<file path="src/rtl/seg_pkg.sv">
`default_nettype none
// ============================================================================
// Module      : seg_pkg
// Description : Shared constants for the 7-segment scan driver: the active-low
//               glyph table, the all-off segment pattern and a width helper.
// Revision    : 1.0 - initial release
// ============================================================================
package seg_pkg;

    // All segments and the decimal point dark (active-low outputs)
    localparam logic [7:0] SEG_OFF   = 8'hFF;
    // Glyph value that blanks g..a while leaving dp to the caller
    localparam logic [6:0] SEG_BLANK = 7'h7F;

    // Active-low {g,f,e,d,c,b,a} for hex digits 0..F
    localparam logic [6:0] GLYPH_ROM [16] = '{
        7'h40, 7'h79, 7'h24, 7'h30, 7'h19, 7'h12, 7'h02, 7'h78,
        7'h00, 7'h10, 7'h08, 7'h03, 7'h46, 7'h21, 7'h06, 7'h0E
    };

    // Bits needed to count 0..n-1, never less than one bit
    function automatic int width_for(input int n);
        return (n <= 1) ? 1 : $clog2(n);
    endfunction

endpackage
`default_nettype wire

</file>
<file path="src/rtl/seg_glyph_rom.sv">
`default_nettype none
// ============================================================================
// Module      : seg_glyph_rom
// Description : Combinational hex nibble to active-low 7-segment glyph lookup
//               (decimal point handled outside).
// Revision    : 1.0 - initial release
// ============================================================================
module seg_glyph_rom
    import seg_pkg::*;
(
    input  logic [3:0] nibble,
    output logic [6:0] glyph
);

    assign glyph = GLYPH_ROM[nibble];

endmodule
`default_nettype wire

</file>
<file path="src/rtl/seg_scan_driver.sv">
`default_nettype none
// ============================================================================
// Module      : seg_scan_driver
// Description : Round-robin multiplexed driver for a bank of common-anode
//               7-segment digits with frame-synchronous shadowing, a blanking
//               gap at the start of every slot and leading-zero suppression.
// Revision    : 1.0 - initial release
// ============================================================================
module seg_scan_driver
    import seg_pkg::*;
#(
    parameter int DIGITS       = 4,
    parameter int SLOT_CYCLES  = 50000,
    parameter int BLANK_CYCLES = 2
) (
    input  logic                  clk,
    input  logic                  rst,
    input  logic [4*DIGITS-1:0]   data,
    input  logic [DIGITS-1:0]     dp,
    input  logic                  load,
    input  logic                  lz_en,
    output logic                  busy,
    output logic                  frame_done,
    output logic [7:0]            segment,
    output logic [DIGITS-1:0]     anode
);

    localparam int IDX_W = width_for(DIGITS);
    localparam int CNT_W = width_for(SLOT_CYCLES);
    localparam logic [IDX_W-1:0] LAST_IDX = IDX_W'(DIGITS - 1);
    localparam logic [CNT_W-1:0] LAST_CNT = CNT_W'(SLOT_CYCLES - 1);

    logic [CNT_W-1:0]    slot_cnt;
    logic [IDX_W-1:0]    digit_idx;
    logic                slot_end;
    logic                frame_end;
    logic [4*DIGITS-1:0] stage_data;
    logic [DIGITS-1:0]   stage_dp;
    logic [4*DIGITS-1:0] shadow_data;
    logic [DIGITS-1:0]   shadow_dp;
    logic [DIGITS-1:0]   lz_mask;
    logic                in_blank;
    logic [3:0]          cur_nibble;
    logic                cur_dp;
    logic [6:0]          cur_glyph;
    logic [DIGITS-1:0]   anode_sel;

    assign slot_end  = (slot_cnt == LAST_CNT);
    assign frame_end = slot_end && (digit_idx == LAST_IDX);

    // Scan position: slot counter and digit index, plus the frame pulse
    always_ff @(posedge clk) begin
        if (rst) begin
            slot_cnt   <= '0;
            digit_idx  <= '0;
            frame_done <= 1'b0;
        end else begin
            frame_done <= frame_end;
            if (slot_end) begin
                slot_cnt  <= '0;
                digit_idx <= (digit_idx == LAST_IDX) ? '0 : digit_idx + IDX_W'(1);
            end else begin
                slot_cnt  <= slot_cnt + CNT_W'(1);
            end
        end
    end

    // Load handshake: capture into staging, commit to shadow only on the
    // frame-boundary edge so a frame is always drawn from one snapshot. A load
    // on that same edge still lets the older staged value commit first.
    always_ff @(posedge clk) begin
        if (rst) begin
            stage_data  <= '0;
            stage_dp    <= '0;
            shadow_data <= '0;
            shadow_dp   <= '0;
            busy        <= 1'b0;
        end else begin
            if (frame_end && busy) begin
                shadow_data <= stage_data;
                shadow_dp   <= stage_dp;
            end
            if (load) begin
                stage_data <= data;
                stage_dp   <= dp;
                busy       <= 1'b1;
            end else if (frame_end) begin
                busy       <= 1'b0;
            end
        end
    end

    // A digit is a leading zero when it and every digit to its left are zero;
    // digit 0 always shows so a zero value still reads "0".
    assign lz_mask[0] = 1'b0;
    for (genvar i = 1; i < DIGITS; i++) begin : g_lz
        assign lz_mask[i] = (shadow_data[4*DIGITS-1:4*i] == '0);
    end

    // Anodes stay dark for the first BLANK_CYCLES of every slot
    if (BLANK_CYCLES > 0) begin : g_blank
        assign in_blank = (slot_cnt < CNT_W'(BLANK_CYCLES));
    end else begin : g_no_blank
        assign in_blank = 1'b0;
    end

    assign cur_nibble = shadow_data[{digit_idx, 2'b00} +: 4];
    assign cur_dp     = shadow_dp[digit_idx];

    seg_glyph_rom u_glyph_rom (
        .nibble (cur_nibble),
        .glyph  (cur_glyph)
    );

    // One-cold decode of the selected digit
    always_comb begin
        anode_sel = '1;
        for (int i = 0; i < DIGITS; i++) begin
            if (digit_idx == IDX_W'(i)) begin
                anode_sel[i] = 1'b0;
            end
        end
    end

    // Registered pin drivers; segment keeps the glyph through the blank gap
    always_ff @(posedge clk) begin
        if (rst) begin
            segment <= SEG_OFF;
            anode   <= '1;
        end else begin
            segment <= {~cur_dp, (lz_en && lz_mask[digit_idx]) ? SEG_BLANK : cur_glyph};
            anode   <= in_blank ? '1 : anode_sel;
        end
    end

endmodule
`default_nettype wire

</file>
<file path="config.mk">
export PLATFORM = sky130hd
export DESIGN_NAME = seg_scan_driver
export DESIGN_NICKNAME = d
export VERILOG_FILES = /design/src/rtl/seg_pkg.sv /design/src/rtl/seg_glyph_rom.sv /design/src/rtl/seg_scan_driver.sv
export SDC_FILE = /design/constraint.sdc
export NUM_CORES = 1
export LEC_CHECK = 0
export CORE_MARGIN = 2
export CORE_UTILIZATION = 35
export CTS_CLUSTER_DIAMETER = 150
export DETAILED_ROUTE_END_ITERATION = 16
export GPL_TIMING_DRIVEN = 0
export PLACE_DENSITY = 0.6
export SKIP_CTS_REPAIR_TIMING = 1
export SYNTH_ARGS = -nofsm -noshare
export SYNTH_HDL_FRONTEND = slang
export SYNTH_SLANG_ARGS = --single-unit
</file>
<file path="constraint.sdc">
create_clock -name clk -period 2.1 [get_ports clk]
set_clock_uncertainty 0.1 [all_clocks]
set_input_delay 0.315 -clock clk [delete_from_list [all_inputs] [get_ports clk]]
set_output_delay 0.315 -clock clk [all_outputs]
set_load 0.05 [all_outputs]
</file>
==> reports/qor.yml, run 1 <==
synth_edf_count: 0
cp_data_required_time_ns: 2.23
ios: 38
numClockSinks: 72
initialDrtViolationCount: 125
syn-num-nets: 391
numCtsBuffers: 9
max-cap-violations: 0
min_path_type: "input pin to register"
tightest_slew_ns: 0.692
ys_ff_latch: 72
fin_util_pct: 45.6
path_clk_slew_ns: 0.08
coreArea_sq_um: 9280
dp.cells: 521
ys.flop_type: "dfxtp_1"
setup_viol: 0
fmax_ghz: 0.478
synthXorXnorAreaFrac_pct: 3.39
area_growth_pct: 26.3
synth_cells: 356
tritoncts: "done"
diodes: 0
yosysTopAreaCell: "dfxtp_1"
ys_seq_area_share_pct: 43.0
worstSetupStartpointType: "register"
rows: 35
end_kind: "register"
synthAdderAreaFrac_pct: 4.10
p_per_area_nw_per_um2: 706
start_util_pct: 36.1
place.gp.congestion: 0.860
root_buffer: "clkbuf_8"
path_class: "register to register"
leakagePower_nw: 1.49
yosysWarningCount: 0
yosys-top-cells-area: "dfxtp_1, mux2i_1, nand4_1, o31ai_1, nor2_1"
drv_slew: 0
synthMuxAreaShare_pct: 13.9
instances_no_fill: 545
antenna_found_initial: 0
grt_pass1_vias: 2663
via_per_inst: 5.17
numPortBuffers: 36
vias: 2816
ant_nets: 0
grt_usage_pct: 16.1
die_h_um: 102
ys_types: 41
yosys.area_share.simple_pct: 19.2
relSlewSlack_pct: 53.8
cts_max_level: 3
synth_compound_area_share_pct: 11.6
ys_async_sr_fraction_pct: 0
syn_avg_cell_area_sq_um: 9.42
critPathArrivalTime_ns: 2.22
period_minus_slack_ns: 2.09
first_pass_iters: 4
ir_drop_mv: 0.374
drc: 0
period_share_pct: 99.6
grt_max_degree: 15
tns_ns: 0
drt-wirelength-per-cell_um: 14.4
grt_overflow: 0
drive_gt1_share_pct: 13.2
clk_path_buf_depth: 2
clkLatencyLatePin_ns: 0.36
rsz0062_at_grt: "true"
fin_ws_ns: 0.00816
syn-cell-area_sq_um: 3350
yosysTopAreaCellShare_pct: 43.0
hold_viol_final: 0
die_x_um: 102
grt_pass1_wl_mm: 13.1
synth_top_family_by_area: "simple AND/OR/NAND/NOR gates"
nets: 446
cp_max_fo: 6
drt_wl_total_mm: 7.85
dp_hpwl_mm: 5.58
die_area_sq_um: 10400
pre_cts_ws_ns: -0.249
status: "finished, final reports clean"
-- final timing paths --
kind | start | to | slack [ns] | cells past startpoint
worst max-delay path | digit_idx[0] | segment[3] | 0.008 | 7
worst min-delay path | load | stage_dp[3] | 0.25 | 3
worst max register to register | digit_idx[0] | segment[3] | 0.008 | 7
worst min register to register | slot_cnt[0] | slot_cnt[0] | 0.37 | 1
-- state kept, by name, indices dropped and copies added, names as in the netlist --
register,count
anode,4
busy,1
digit_idx,2
frame_done,1
segment,8
shadow_data,16
shadow_dp,4
slot_cnt,16
stage_data,16
stage_dp,4
-- final cells by class --
class,instances,area [sq um]
clock buffers,9,124
fillers,920,5050
multi-input cells,248,1780
inverters,10,40.0
well taps,129,161
repair buffers,44,424
clock inverters,7,128
flip-flops and latches,72,1440
plain buffers,26,134
-- Yosys cell counts, types with 2 or more instances --
master and n:
nor3b_1 4, and3_1 6, dfxtp_1 72, nor2_1 38
or3_1 2, nand3_1 13, nand2_1 14, buf_2 3
buf_6 3, nand4_1 27, clkbuf_1 17, buf_1 3
nor3_1 6, a31oi_1 3, mux4_1 3, o31ai_1 20
o211ai_1 2, xor2_1 4, o21ai_0 4, mux2_4 4
xnor2_1 9, mux4_2 2, ha_1 11, and4_1 3
inv_1 9, a21oi_1 26, mux2i_1 27, nor4_1 8
-- cell usage in the layout, fill, tap and decap left out, drive strengths merged, types with 6 or more instances in the layout --
master and n:
dfxtp 72, nor4 8, xnor2 9, and3 6, clkbuf 26, nand2 14
ha 11, clkdlybuf4s50 36, nand3 13, o31ai 20, mux2i 27, a21oi 26
nor2 38, inv 11, nand4 27, buf 17, nor3 6
-- layer usage --
| layer | routed length, um | vias to the layer above | GRT usage (%) | share of wire (%) |
|---|---|---|---|---|
| met5 | 0 | - | 0 | 0 |
| met4 | 174 | 0 | 8.00 | 2.2 |
| met3 | 268 | 12 | 3.21 | 3.4 |
| met2 | 3700 | 47 | 25.8 | 47 |
| met1 | 3710 | 1335 | 20.6 | 47 |
| li1 | - | 1422 | - | - |
-- cell families after synthesis --
logic type | count (synthesis)
buffers and inverters | 36
xor gates and xnor gates | 13
AOI/OAI and AO/OA | 62
DFF | 72
adders and majority gates | 11
and+or+nand+nor | 125
muxes | 37
-- report_power, final --
| group | leakage, nW | internal, mW | switching, mW |
|---|---|---|---|
| Sequential | 0.588 | 1.40 | 0.0228 |
| Combinational | 0.776 | 0.0867 | 0.0971 |
| Clock | 0.126 | 0.805 | 0.578 |
| Total | 1.49 | 2.29 | 0.698 |
-- worst max-delay path, stage by stage (launching register included) --
cell and delay [ns]:
dfxtp_2 0.37, buf_8 0.12, mux4_2 0.56, buf_6 0.15
ha_2 0.18, mux2_4 0.26, mux2i_1 0.14, nand3_1 0.08
-- metrics by stage --
step / power, mW / hold slack [ns] / cell area, sq um
floorplan: 1.55 / 0.326 / 3350
global placement: 1.64 / 0.343 / 3870
detailed placement: 1.64 / 0.350 / 3870
CTS: 3.01 / 0.249 / 4130
global route: 3.10 / 0.306 / 4240
finish: 2.99 / 0.254 / 4240
Power figures use the tool's default switching activity.
==> run 2, diff against run 1 <==
--- a/config.mk
+++ b/config.mk
@@ -10,7 +10,7 @@
 export CTS_CLUSTER_DIAMETER = 150
 export DETAILED_ROUTE_END_ITERATION = 16
 export GPL_TIMING_DRIVEN = 0
-export PLACE_DENSITY = 0.6
+export PLACE_DENSITY_LB_ADDON = 0.1
 export SKIP_CTS_REPAIR_TIMING = 1
 export SYNTH_ARGS = -nofsm -noshare
 export SYNTH_HDL_FRONTEND = slang
==> run 2 against run 1 <==
  * Worst setup slack improved by 0.0083 ns
  * Sequential share of layout area increased by 0.53 points
  * Total power decreased by 14%
  * Critical path depth increased by 1
  * Non-clock buffer count increased by 1
  * Combinational power about the same
  * Routed wire length increased by 3.0%
  * First-iteration DRC count decreased by 18%
  * Largest cell class unchanged
==> reports/qor.yml, run 2 (synthesis results as in run 1) <==
status: "finished, final reports clean"
cpMostUsedCell: "inv_4"
path_class: "register to register"
critical-path-slowest-cell: "mux4_2"
root_buffer: "clkbuf_8"
rows: 35
dp_hpwl_mm: 5.76
switching_share_pct: 25.4
fillCellCount: 938
leakagePower_nw: 1.47
min_path_type: "input pin to register"
ant_nets: 0
critPathArrivalTime_ns: 2.28
hold_viol_final: 0
die_area_sq_um: 10400
clkLatencyLatePin_ns: 0.36
tritoncts: "done"
drv_slew: 0
numPortBuffers: 36
period_share_pct: 99.2
rsz0062_at_grt: "true"
pwr-share-comb_pct: 7.1
path_clk_slew_ns: 0.09
max-cap-violations: 0
initialDrtViolationCount: 102
crit_chain: "buf_8 > mux4_2 > inv_4 > ha_4 > inv_4 > a311oi_2 > o221ai_2 > nand4_1"
power.net_switching_mw: 0.651
drt-wirelength-per-cell_um: 14.8
fmax_ghz: 0.480
numCtsBuffers: 9
cp_data_required_time_ns: 2.29
diodes: 0
critical_path.top_delay_family: "multiplexers"
final_common_cell: "dfxtp_1"
ir_drop_mv: 0.283
dp.cells: 521
fin_util_pct: 45.0
clk_path_buf_depth: 2
area_growth_pct: 24.5
setup_viol: 0
reg2reg_depth: 8
holdPathStages: 3
die_x_um: 102
internal_power_mw: 1.91
critical-path-max-stage-delay_ns: 0.58
grt_max_degree: 13
cp_max_fo: 7
first_pass_iters: 4
ios: 38
drt_wl_total_mm: 8.09
numClockSinks: 72
grt_pass1_wl_mm: 13.4
die_h_um: 102
p_seq_share_pct: 55.6
vias: 2833
nets: 447
via_per_inst: 5.19
start_util_pct: 36.1
grt_pass1_vias: 2658
crit_cells: 8
drive_gt1_share_pct: 13.4
layout_common_cells: "dfxtp_1, nor2_1, clkdlybuf4s50_1, nand4_1, mux2i_1"
tightest_slew_ns: 0.721
period_minus_slack_ns: 2.08
grt_usage_pct: 16.6
antenna_found_initial: 0
coreArea_sq_um: 9280
cp_num_buf_inv: 3
worstSetupStartpointType: "register"
drc: 0
p_clk_share_pct: 37.3
cts_max_level: 3
relSlewSlack_pct: 52.0
top_regs: "shadow_data: 16 flops, slot_cnt: 16 flops, stage_data: 16 flops"
instances_no_fill: 546
place.gp.congestion: 0.826
p_per_area_nw_per_um2: 613
end_kind: "register"
grt_overflow: 0
==> run 2: cell count changes in the layout (fill, tap and decap cells not counted), sizes merged <==
cell	change
buf	+2
bufinv	-3
inv	-2
clkinv	+3
clkinvlp	+1
==> run 2: power groups by stage <==
stage | clock, mW | combinational, mW | sequential, mW
after floorplan | 0 | 0.0729 | 1.48
after global placement | 0 | 0.184 | 1.46
after detailed placement | 0 | 0.186 | 1.46
after CTS | 0.999 | 0.186 | 1.42
after global routing | 1.05 | 0.200 | 1.43
final | 0.954 | 0.183 | 1.42
==> run 2: worst register-to-register path: cells and delay by family (launching register included) <==
family                   cells  cell delay (ns)
buffers and inverters        3             0.27
AND/OR/NAND/NOR              1             0.10
AO/OA/AOI/OAI                2             0.41
adder cells (fa/ha/maj)      1             0.20
multiplexers                 1             0.58
flip-flops                   1             0.36
==> run 2: path summary, 6_finish.rpt <==
check | from | end | slack (ns)
worst max-delay path | digit_idx[0] | segment[0] | 0.02
worst min-delay path | load | stage_dp[3] | 0.26
worst min register to register | slot_cnt[0] | slot_cnt[0] | 0.37
worst max register to register | digit_idx[0] | segment[0] | 0.02
==> run 2: metrics by stage <==
step	area [sq um]	setup TNS [ns]	power [mW]	setup slack (ns)	hold WS (ns)
6_report	4180	0	2.56	0.0165	0.264
5_1_grt	4180	-0.184	2.68	-0.121	0.295
4_1_cts	4040	-1.05	2.61	-0.265	0.257
3_5_place_dp	3870	-0.951	1.64	-0.272	0.355
3_3_place_gp	3870	-0.872	1.64	-0.224	0.354
2_1_floorplan	3350	0	1.55	0.0155	0.326
==> run 2: metal layers <==
layer	vias up	global-route usage [%]	routed length, um
met5	-	0	0
met4	0	4.31	108
met3	11	4.79	324
met2	50	26.7	3830
met1	1340	22.0	3820
li1	1432	-	-
==> run 2: final cells by class <==
type | count | area [sq um] | area share, %
Tap cell | 129 | 161 | 3.86
Sequential cell | 72 | 1450 | 34.6
Timing Repair Buffer | 45 | 428 | 10.2
Clock inverter | 6 | 36.3 | 0.869
Buffer | 26 | 136 | 3.26
Multi-Input combinational cell | 248 | 1800 | 43.1
Inverter | 10 | 42.5 | 1.02
Clock buffer | 10 | 128 | 3.05
